<file path="config.mk">
export PLATFORM = sky130hd
export DESIGN_NAME = wave_union_decoder
export DESIGN_NICKNAME = d
export VERILOG_FILES = /design/src/rtl/wave_union_pkg.sv /design/src/rtl/wave_union_bubble_filter.sv /design/src/rtl/wave_union_decoder.sv
export SDC_FILE = /design/constraint.sdc
export NUM_CORES = 1
export LEC_CHECK = 0
export CAP_MARGIN = 20
export CORE_MARGIN = 2
export CORE_UTILIZATION = 65
export CTS_CLUSTER_SIZE = 20
export DETAILED_ROUTE_END_ITERATION = 6
export PLACE_DENSITY = 0.83
export SETUP_SLACK_MARGIN = 0.3
export SYNTH_ARGS = -nofsm -noshare
export SYNTH_HDL_FRONTEND = slang
export SYNTH_HIERARCHICAL = 1
export SYNTH_SLANG_ARGS = --single-unit
</file>
<file path="constraint.sdc">
create_clock -name clk -period 80.6 [get_ports clk]
set_input_delay 20.15 -clock clk [delete_from_list [all_inputs] [get_ports clk]]
set_output_delay 20.15 -clock clk [all_outputs]
set_load 0.01 [all_outputs]
</file>
<file path="src/rtl/wave_union_pkg.sv">
// Shared sizes and FSM encoding for the wave-union TDL decoder.
// Tap 0 sits nearest the carry-chain input.
package wave_union_pkg;
  localparam int TAPS = 56;
  localparam int CHUNK = 8;
  localparam int NCH = TAPS / CHUNK;
  localparam int MAX_EDGES = 8;
  localparam int POS_W = $clog2(TAPS);
  localparam int CNT_W = $clog2(TAPS + 1);
  localparam int SUM_W = POS_W + CNT_W;
  localparam int K_W = (NCH > 1) ? $clog2(NCH) : 1;

  typedef enum logic [1:0] {
    IDLE,
    FILT,
    SCAN,
    DONE
  } state_t;
endpackage

</file>
<file path="src/rtl/wave_union_bubble_filter.sv">
// 3-tap majority bubble filter followed by transition detection.
// End taps replicate their neighbour so the boundaries see no fake edge.
module wave_union_bubble_filter
  import wave_union_pkg::*;
(
  input  logic [TAPS-1:0] raw,
  output logic [TAPS-1:0] edge_vec
);
  logic [TAPS+1:0] ext;
  logic [TAPS-1:0] filt;

  assign ext = {raw[TAPS-1], raw, raw[0]};

  for (genvar i = 0; i < TAPS; i++) begin : g_maj
    assign filt[i] = (ext[i] & ext[i+1])
                   | (ext[i] & ext[i+2])
                   | (ext[i+1] & ext[i+2]);
  end

  assign edge_vec = {filt[TAPS-1:1] ^ filt[TAPS-2:0], 1'b0};
endmodule

</file>
<file path="src/rtl/wave_union_decoder.sv">
// Wave-union TDL decoder: filters a snapshot, scans it chunk by chunk
// and reports edge count, position sum and first edge.
module wave_union_decoder
  import wave_union_pkg::*;
(
  input  logic             clk,
  input  logic             rst_n,
  input  logic             in_valid,
  output logic             in_ready,
  input  logic [TAPS-1:0]  tdl_bits,
  output logic             hit_dropped,
  output logic             out_valid,
  input  logic             out_ready,
  output logic [CNT_W-1:0] edge_cnt,
  output logic [SUM_W-1:0] pos_sum,
  output logic [POS_W-1:0] first_pos,
  output logic             err
);
  state_t state_q, state_d;

  logic [TAPS-1:0]  raw_q;
  logic [TAPS-1:0]  e_q;
  logic [TAPS-1:0]  e_comb;
  logic [K_W-1:0]   k_q;
  logic [CNT_W-1:0] acc_cnt;
  logic [SUM_W-1:0] acc_sum;
  logic [POS_W-1:0] acc_first;
  logic             acc_found;

  logic [CNT_W-1:0] ch_cnt, nxt_cnt;
  logic [SUM_W-1:0] ch_sum, nxt_sum;
  logic [POS_W-1:0] ch_first, nxt_first;
  logic             ch_found, nxt_found;
  logic             last;

  wave_union_bubble_filter u_filt (
    .raw      (raw_q),
    .edge_vec (e_comb)
  );

  assign last = (k_q == K_W'(NCH - 1));

  // Descending scan leaves the lowest set index in ch_first.
  always_comb begin
    ch_cnt = '0;
    ch_sum = '0;
    ch_first = '0;
    ch_found = 1'b0;
    for (int i = TAPS - 1; i >= 0; i--) begin
      if (e_q[i] && ((i / CHUNK) == int'(k_q))) begin
        ch_cnt = ch_cnt + CNT_W'(1);
        ch_sum = ch_sum + SUM_W'(i);
        ch_first = POS_W'(i);
        ch_found = 1'b1;
      end
    end
  end

  assign nxt_cnt = acc_cnt + ch_cnt;
  assign nxt_sum = acc_sum + ch_sum;
  assign nxt_first = acc_found ? acc_first : ch_first;
  assign nxt_found = acc_found | ch_found;

  always_ff @(posedge clk or negedge rst_n) begin
    if (!rst_n) begin
      state_q <= IDLE;
    end else begin
      state_q <= state_d;
    end
  end

  always_comb begin
    state_d = state_q;
    in_ready = 1'b0;
    out_valid = 1'b0;
    unique case (state_q)
      IDLE: begin
        in_ready = 1'b1;
        if (in_valid) state_d = FILT;
      end
      FILT: state_d = SCAN;
      SCAN: if (last) state_d = DONE;
      DONE: begin
        out_valid = 1'b1;
        if (out_ready) state_d = IDLE;
      end
      default: state_d = IDLE;
    endcase
  end

  assign hit_dropped = in_valid && !in_ready;

  always_ff @(posedge clk or negedge rst_n) begin
    if (!rst_n) begin
      raw_q <= '0;
      e_q <= '0;
      k_q <= '0;
      acc_cnt <= '0;
      acc_sum <= '0;
      acc_first <= '0;
      acc_found <= 1'b0;
      edge_cnt <= '0;
      pos_sum <= '0;
      first_pos <= '0;
      err <= 1'b0;
    end else begin
      unique case (state_q)
        IDLE: if (in_valid) raw_q <= tdl_bits;
        FILT: begin
          e_q <= e_comb;
          k_q <= '0;
          acc_cnt <= '0;
          acc_sum <= '0;
          acc_first <= '0;
          acc_found <= 1'b0;
        end
        SCAN: begin
          acc_cnt <= nxt_cnt;
          acc_sum <= nxt_sum;
          acc_first <= nxt_first;
          acc_found <= nxt_found;
          k_q <= k_q + K_W'(1);
          if (last) begin
            edge_cnt <= nxt_cnt;
            pos_sum <= nxt_sum;
            first_pos <= nxt_first;
            err <= (nxt_cnt == '0) || (nxt_cnt > CNT_W'(MAX_EDGES));
          end
        end
        default: ;
      endcase
    end
  end
endmodule

</file>
Word-level counts from Yosys, hierarchy flattened
Cells that the tools add are included.
{"block": "totals", "inputBits": 60, "out_inout_bits": 28, "elab_cells": 656, "regBits": 166}
{"block": "op_classes", "n_addsub": 111, "reduce_logical": 65, "n_eq_ne": 13, "n_bitwise": 222, "mux": 232, "n_lt_le_gt_ge": 1}
{"cell": "6-bit two-way mux", "count": 111}
{"cell": "12-bit two-way mux", "count": 54}
{"cell": "6-bit by 1-bit adder with 6-bit output, second input constant", "count": 54}
{"cell": "12-bit by 6-bit adder with 12-bit output, second input constant", "count": 23}
{"cell": "12-bit by 5-bit adder with 12-bit output, second input constant", "count": 16}
{"cell": "1-bit bitwise OR", "count": 112}
{"cell": "1-bit AND", "count": 109}
{"cell": "12-bit by 4-bit adder with 12-bit output, second input constant", "count": 8}
{"cell": "1-bit two-way mux", "count": 58}
{"cell": "1-bit logical AND", "count": 56}
{"cell": "55-bit bitwise XOR", "count": 1}
{"cell": "12-bit by 3-bit adder with 12-bit output, second input constant", "count": 4}
{"cell": "12-bit by 2-bit adder with 12-bit output, second input constant", "count": 2}
{"cell": "12-bit one-hot mux with 2 select lines", "count": 1}
{"cell": "6-bit one-hot mux with 2 select lines", "count": 2}
{"cell": "12-bit by 1-bit adder with 12-bit output, second input constant", "count": 1}
{"cell": "12-bit adder", "count": 1}
{"cell": "3-bit equality test, first input constant", "count": 4}
{"cell": "2-bit one-hot mux with 4 select lines", "count": 1}
{"cell": "6-bit adder", "count": 1}
{"cell": "2-bit by 3-bit equality test with 1-bit output, first input constant", "count": 2}
{"cell": "6-bit by 4-bit > comparator with 1-bit output, second input constant", "count": 1}
{"cell": "6-bit logical NOT", "count": 1}
{"cell": "2-bit two-way mux", "count": 3}
{"cell": "14 further kinds", "count": 18}

Depth between registers and ports, before layout
Gate-level depths: netlist of the first run.
{"block": "logic_depth", "depth_word": 114, "ltp_mapped": 184, "depth_no_buf": 181}

Modules after synthesis
Netlist of the first run, hierarchy kept.
{"module": "wave_union_decoder", "area_per_inst_um2": 30342.9, "cells_each": 3895, "seq_area_each_um2": 4179.0, "instances": 1}
{"module": "wave_union_bubble_filter", "area_per_inst_um2": 1441.4, "cells_each": 217, "seq_area_each_um2": 0.0, "instances": 1}

Worst setup path after synthesis of the first run
No wires, ideal clock.
{"block": "synth_path", "kind": "input to output", "start": "input in_valid", "end": "output hit_dropped", "slack_ns": 40.112, "arrival_ns": 20.338, "path_buffers": 0, "t_required_ns": 60.450, "stages": 2, "path_cell_list": "inv_1 nor2_1"}
{"block": "synth_via", "elab_chain_cells": 1}
{"item": "start: declaration", "line": "wave_union_decoder.sv:8", "text": "input logic in_valid,"}
{"item": "1-bit logical AND", "line": "wave_union_decoder.sv:91", "text": "assign hit_dropped = in_valid && !in_ready;"}
{"item": "end: declaration", "line": "wave_union_decoder.sv:11", "text": "output logic hit_dropped,"}
No other way between the ends.

Worst setup path in the final report of the first run
Same ends and word-level chain as after synthesis.

==> results of run 1 <==
==> cells in the final DEF (no fill, tap or decap), drive strengths merged, types with 45 or more instances in the layout <==
cell type | Yosys | routed
nand4 | 57 | 57
xnor2 | 522 | 522
o21ai | 201 | 201
inv | 147 | 157
xor2 | 161 | 161
xnor3 | 45 | 45
nor2 | 363 | 363
nand3 | 135 | 135
nor3 | 115 | 115
clkdlybuf4s50 | 0 | 86
mux2 | 145 | 145
mux2i | 80 | 80
a21oi | 239 | 239
and2 | 83 | 83
dfrtp | 167 | 167
and3 | 53 | 53
nand2 | 474 | 474
ha | 135 | 135
a31oi | 45 | 45
==> Yosys cell counts, drive strengths merged (29+ instances only) <==
library cell | number | area share, %
a211oi | 39 | 1.0
a21o | 34 | 0.83
a21oi | 239 | 3.9
a31oi | 45 | 0.97
and2 | 83 | 1.6
and3 | 53 | 1.1
buf | 61 | 1.3
clkbuf | 162 | 3.0
dfrtp | 167 | 13
ha | 135 | 5.3
inv | 147 | 1.7
mux2 | 145 | 5.1
mux2i | 80 | 2.5
nand2 | 474 | 5.7
nand2b | 44 | 0.87
nand3 | 135 | 2.2
nand4 | 57 | 1.1
nor2 | 363 | 4.3
nor2b | 33 | 0.65
nor3 | 115 | 1.8
nor4 | 32 | 0.65
o211ai | 29 | 0.82
o21ai | 201 | 3.2
o22ai | 44 | 0.87
or3 | 33 | 0.65
xnor2 | 522 | 15
xnor3 | 45 | 3.2
xor2 | 161 | 4.7
==> cells by family after synthesis <==
group,Yosys count,share of synthesized area (%)
DFF,167,13.1
AOI/OAI and AO/OA,912,19.5
adders and majority gates,148,5.79
muxes,225,7.69
buffers and inverters,373,6.13
and+or+nand+nor,1551,24.1
xor gates and xnor gates,735,23.7
other,1,0.0118
==> power by group through the flow <==
stage / combinational (mW) / clock [mW] / sequential [mW]
CTS: 0.600 / 0.0891 / 0.162
global route: 0.672 / 0.0924 / 0.167
detailed placement: 0.579 / 0 / 0.163
floorplan: 0.519 / 0 / 0.128
global placement: 0.557 / 0 / 0.161
finish: 0.605 / 0.0885 / 0.163
==> sequential cells by signal (all words and copies together), names as in the netlist <==
| name | flops |
|---|---|
| state_q | 2 |
| edge_cnt | 6 |
| first_pos | 6 |
| pos_sum | 12 |
| e_q | 56 |
| err | 1 |
| raw_q | 56 |
| acc_sum | 12 |
| k_q | 3 |
| acc_found | 1 |
| acc_cnt | 6 |
| acc_first | 6 |
==> cell type report <==
cell class	instances	area [µm²]	area share, %
Sequential cell	167	4180	12.7
Timing Repair Buffer	102	985	3.00
Inverter	148	556	1.69
Clock buffer	17	425	1.30
Tap cell	622	778	2.37
Antenna cell	1	2.50	0.00763
Clock inverter	15	208	0.633
Multi-Input combinational cell	3572	25700	78.2
==> layer usage <==
layer / GRT usage [%] / share of wire (%) / vias to the layer above
met5: 0 / 0.081 / -
met4: 8.10 / 2.0 / 10
met3: 4.68 / 5.9 / 123
met2: 52.0 / 47 / 827
met1: 39.2 / 45 / 13800
li1: - / - / 14400
==> worst paths after layout <==
path                                to  slack, ns  cells past startpoint
min                         pos_sum[9]       0.49                      2
min in group asynchronous   pos_sum[5]      19.77                      1
max reg2reg                        err      42.99                    181
max in group asynchronous      e_q[24]      59.32                      2
min reg2reg                 pos_sum[9]       0.49                      2
max                        hit_dropped      39.08                      4
==> critical path: stages <==
cell             delay [ns]
clkdlybuf4s50_1        0.49
inv_1                  0.06
nor2_1                 0.11
clkdlybuf4s50_1        0.55
==> stage by stage <==
step	power [mW]	setup slack, ns
CTS	0.851	39.06
finish	0.856	39.08
detailed placement	0.742	39.06
global route	0.932	39.03
floorplan	0.648	40.11
global placement	0.717	39.06
==> results by group, run 1 <==
Clock network
  • CTS-repair resized insts: 0
  • # hold bufs at CTS: 0
  • Clock transition at the registers of the reported paths: 0.08 ns
  • Buffer depth of the longest clock path: 2
  • Clock sink total: 167
  • Clock insertion delay at the later pin of the skew report: 0.46 ns
  • Number of buffers added by the clock tree synthesis step: 17
  • Root buf cell: clkbuf_16
  • Clock H-tree levels: 4
  • Clock tree from TritonCTS: yes
  • Post CTS Setup Buffer Count: 0

STA
  • Setup repair after global routing missed its margin: false
  • Count of pins over their slew limit: 0
  • Crit share post-route: 51.5%
  • Worst hold slack across all endpoints: 0.487 ns
  • Fin Setup TNS: 0 ns
  • Worst Max-Slew Pin Slew: 0.991 ns
  • Setup Skew: 0.0181 ns
  • Final setup violation count: 0
  • Worst slew slack as a fraction of its limit: 33.5%
  • Post-route minimum period: 41.52 ns
  • Count of endpoints failing hold in the final timing report: 0
  • Fmax achieved: 24.1 MHz

Routing
  • Number of DRC violations after detailed-routing iteration 0: 2079
  • Remaining antenna violation count after routing: 0
  • Post-DR wirelength/cell: 16.7 µm
  • Total via count after detailed routing: 29200
  • First-pass iteration count of the detailed router: 5
  • Post-route DRC violation count: 0
  • Via density per instance: 6.28
  • Detailed-route wire length: 77700 µm

Floorplan
  • Std-Cell Core Area: 48600 µm²
  • Die Span Y: 225 µm
  • Count of standard-cell rows: 81
  • Die Area: 50700 µm²
  • Starting density of the core: 65.3%
  • Die outline width: 225 µm
  • Number of top-level design ports: 88

Pwr
  • Proportion of total power due to net switching: 50.8%
  • Internal power of the cells: 0.422 mW
  • Sequential group share of total power: 19.0%
  • Power density over the cells: 26.1 nW/µm²
  • Combinational power share: 70.6%
  • Switching power of the nets: 0.435 mW
  • Maximum ir drop on the vdd rail: 0.0537 mV
  • Clock power share: 10.3%
  • Leakage Power: 13.0 nW

Logic synthesis
  • Count of flip-flops with a built-in enable after synthesis: 0
  • Warnings from Yosys: 6
  • Async set-reset flop share out of synthesis: 100%
  • Synth Flop Type: dfrtp_1
  • Synthesized netlist net count: 4309
  • Mapped Cells: 4112
  • Area of the mapped netlist: 31800 µm²
  • Post-synthesis register bit count: 167
  • Distinct cells, synth: 146
  • Avg Cell Area, Syn: 7.73 µm²
  • Share of synthesized area occupied by flip-flops and latches: 13.1%

Job
  • Maximum Capacitance Violations: 0

Finish
  • Filler cell count: 4058
  • Design area: 32800 µm²
  • Final standard cell count with taps included and fillers excluded: 4644
  • Net count of the finished layout: 4205
  • Proportion of layout cells with a drive suffix above 1: 9.30%
  • Synth-to-Final Area Change: 3.18%
  • Layout Utilization: 67.4%

Setup path
  • Worst Setup Path Type: input pin to output pin
  • Critical path startpoint: in_valid
  • CP arrival: 21.37 ns
  • Critical path endpoint category: output pin
  • Required time of the critical path: 60.45 ns
  • Launching point of the worst reg2reg path: k_q[0]
  • Largest fanout on the critical path: 2
  • Startpoint kind of the worst setup timing path: input pin

Outcome
  • Status: complete, no violations

Placement
  • Number of cells after detailed placement: 4610
  • Port-buffer cells: 87
  • Post-place instance area: 32200 µm²
  • Routability cong.: 0.937
  • Half-perimeter wire length after detailed placement: 59300 µm

Min path
  • Startpoint of the most critical hold path: pos_sum[9]
  • Class of the worst hold path: flop to flop

GRT
  • Initial antenna violation count: 6
  • Largest net degree at the start of global routing: 103
  • Overflow left after global routing: 0
  • Number of global-route vias before repair: 27500
  • All-Layer GR Usage: 30.2%
  • Global-route wire length before repair: 130000 µm
Note: power is estimated with default switching activity, not from simulation.
==> run 2: changes to the inputs <==
- clock period: 80.6 -> 38.4 ns (I/O delays scaled with it)
==> results by group, run 2 (synthesis gave the netlist of run 1 again) <==
Setup path
  • Launching point of the worst reg2reg path: k_q[0]
  • Required time of the critical path: 38.72 ns (-21.73 ns)
  • CP arrival: 36.15 ns (+14.78 ns)
  • Largest fanout on the critical path: 13 (+11)
  • Critical path startpoint: k_q[0]
  • Worst-path cell with the longest stage delay: nor4b_1
  • Worst Setup Path Type: flop to flop
  • Critical path endpoint category: flop
  • Worst path most repeated cell: ha_1
  • Stage delay of the slowest cell on the critical path: 0.56 ns (about the same)
  • Startpoint kind of the worst setup timing path: flop

GRT
  • Largest net degree at the start of global routing: 100 (-2.9%)
  • Overflow left after global routing: 0 (unchanged)
  • All-Layer GR Usage: 30.3% (+0.13 points)
  • Number of global-route vias before repair: 27300 (-0.66%)
  • Global-route wire length before repair: 130000 µm (+0.22%)
  • Initial antenna violation count: 4 (-2)

Floorplan
  • Starting density of the core: 65.3% (unchanged)
  • Std-Cell Core Area: 48600 µm² (unchanged)
  • Die outline width: 225 µm (unchanged)
  • Die Span Y: 225 µm (unchanged)
  • Number of top-level design ports: 88 (unchanged)
  • Count of standard-cell rows: 81 (unchanged)
  • Die Area: 50700 µm² (unchanged)

Routing
  • Total via count after detailed routing: 29300 (+0.42%)
  • Post-route DRC violation count: 1 (+1)
  • Remaining antenna violation count after routing: 0 (unchanged)
  • Detailed-route wire length: 78200 µm (+0.66%)
  • Post-DR wirelength/cell: 16.8 µm (+0.66%)
  • Via density per instance: 6.31 (+0.42%)
  • Number of DRC violations after detailed-routing iteration 0: 2187 (+5.2%)
  • First-pass iteration count of the detailed router: 7 (+2)

Outcome
  • Violations in the final reports: DRC
  • Status: finished with violations

Finish
  • Inserted Diodes: 0 (-1)
  • Synth-to-Final Area Change: 3.48%
  • Net count of the finished layout: 4206 (+0.024%)
  • Proportion of layout cells with a drive suffix above 1: 9.65% (+0.35 points)
  • Commonest non-fill, non-tap cell in the layout: xnor2_1
  • Filler cell count: 4078 (+0.49%)
  • Most frequent cells in the layout: 493 x xnor2_1, 455 x nand2_1, 360 x nor2_1
  • Registers with the most flip-flops: e_q (56), raw_q (56)

Clock network
  • Root buf cell: clkbuf_16
  • Clock transition at the registers of the reported paths: 0.09 ns (about the same)
  • Clock sink total: 167 (unchanged)
  • # hold bufs at CTS: 0 (unchanged)
  • Buffer depth of the longest clock path: 2 (unchanged)
  • Clock tree from TritonCTS: yes
  • Number of buffers added by the clock tree synthesis step: 17 (unchanged)
  • Clock H-tree levels: 4 (unchanged)
  • Clock insertion delay at the later pin of the skew report: 0.47 ns (about the same)

STA
  • Crit share post-route: 93.3%
  • Post-route minimum period: 35.83 ns
  • Setup repair after global routing missed its margin: false
  • Worst Max-Slew Pin Slew: 1.03 ns (+0.0400 ns)
  • Worst hold slack across all endpoints: 0.492 ns (+0.00536 ns)
  • Worst slew slack as a fraction of its limit: 30.8% (-2.7 points)
  • Count of endpoints failing hold in the final timing report: 0 (unchanged)
  • Fin Setup TNS: 0 ns (unchanged)
  • Setup Skew: 0.0281 ns (+0.0100 ns)
  • Count of pins over their slew limit: 0 (unchanged)
  • Fmax achieved: 27.9 MHz
  • Final setup violation count: 0 (unchanged)

Pwr
  • Leakage Power: 13.0 nW (about the same)
  • Power density over the cells: 53.9 nW/µm² (+110%)
  • Maximum ir drop on the vdd rail: 0.143 mV (+170%)

Placement
  • Port-buffer cells: 87 (unchanged)
  • Routability cong.: 0.951 (+1.5%)
  • Half-perimeter wire length after detailed placement: 59500 µm (+0.36%)

Min path
  • Startpoint of the most critical hold path: pos_sum[9]
  • Class of the worst hold path: flop to flop

Job
  • Maximum Capacitance Violations: 0 (unchanged)
## run 2: final timing paths
kind	endpoint	slack, ns	cells past startpoint
worst max-delay path	acc_cnt[5]	2.57	179
worst min-delay path	pos_sum[9]	0.49	2
worst max register to register	acc_cnt[5]	2.57	179
worst min register to register	pos_sum[9]	0.49	2
max in group asynchronous	raw_q[18]	27.60	2
min in group asynchronous	pos_sum[5]	9.18	1
## run 2: report_power, final
group	switching [mW]	internal, mW	leakage (nW)
Clock	0.0941	0.0905	0.302
Sequential	0.106	0.237	2.14
Combinational	0.691	0.555	10.6
Total	0.891	0.883	13.0
## run 2: metal layers
layer | share of wire [%] | vias up | GRT usage, % | wire [µm]
met4 | 2.5 | 6 | 8.89 | 1950
met5 | 0.049 | - | 0 | 38
met2 | 47 | 888 | 51.6 | 36500
met3 | 6.3 | 150 | 4.29 | 4910
li1 | - | 14400 | - | -
met1 | 44 | 13800 | 39.8 | 34800
## run 2: stage by stage
stage                     utilization, %  area (µm²)  std cells  power [mW]  setup slack [ns]
after CTS                           67.4       32800       4640        1.76              1.01
after floorplan                        -       31800       4112        1.36              4.89
final                               67.6       32900       4644        1.77              2.57
after detailed placement            66.1       32100       4608        1.55              1.19
after global routing                67.6       32900       4644        1.94             0.307
after global placement              66.1       32100       4608        1.51              2.41
## run 2: layout make-up
| class | instances | area [µm²] | share of cell area [%] |
|---|---|---|---|
| multi-input combinational | 3572 | 25700 | 78.3 |
| timing repair buffer | 103 | 996 | 3.03 |
| tap | 622 | 778 | 2.37 |
| sequential | 167 | 4180 | 12.7 |
| inverter | 148 | 556 | 1.69 |
| clock buffer | 17 | 425 | 1.29 |
| clock inverter | 15 | 213 | 0.647 |
## run 2: critical path, delay by kind of cell, from the launching register on
family	cells	cell delay (ns)
AOI/OAI and AO/OA	33	5.17
buffers and inverters	15	1.25
and+or+nand+nor	47	5.78
adders and majority gates	55	16.39
DFF	1	0.41
muxes	16	4.28
xor gates and xnor gates	13	2.39
## run 2: repair_timing
action / 4_1_cts / 5_1_grt
resized for setup: 0 / 23
endpoints found under the hold margin: 0 / 0
setup buffers: 0 / 3
endpoints found under the setup margin: 0 / 11
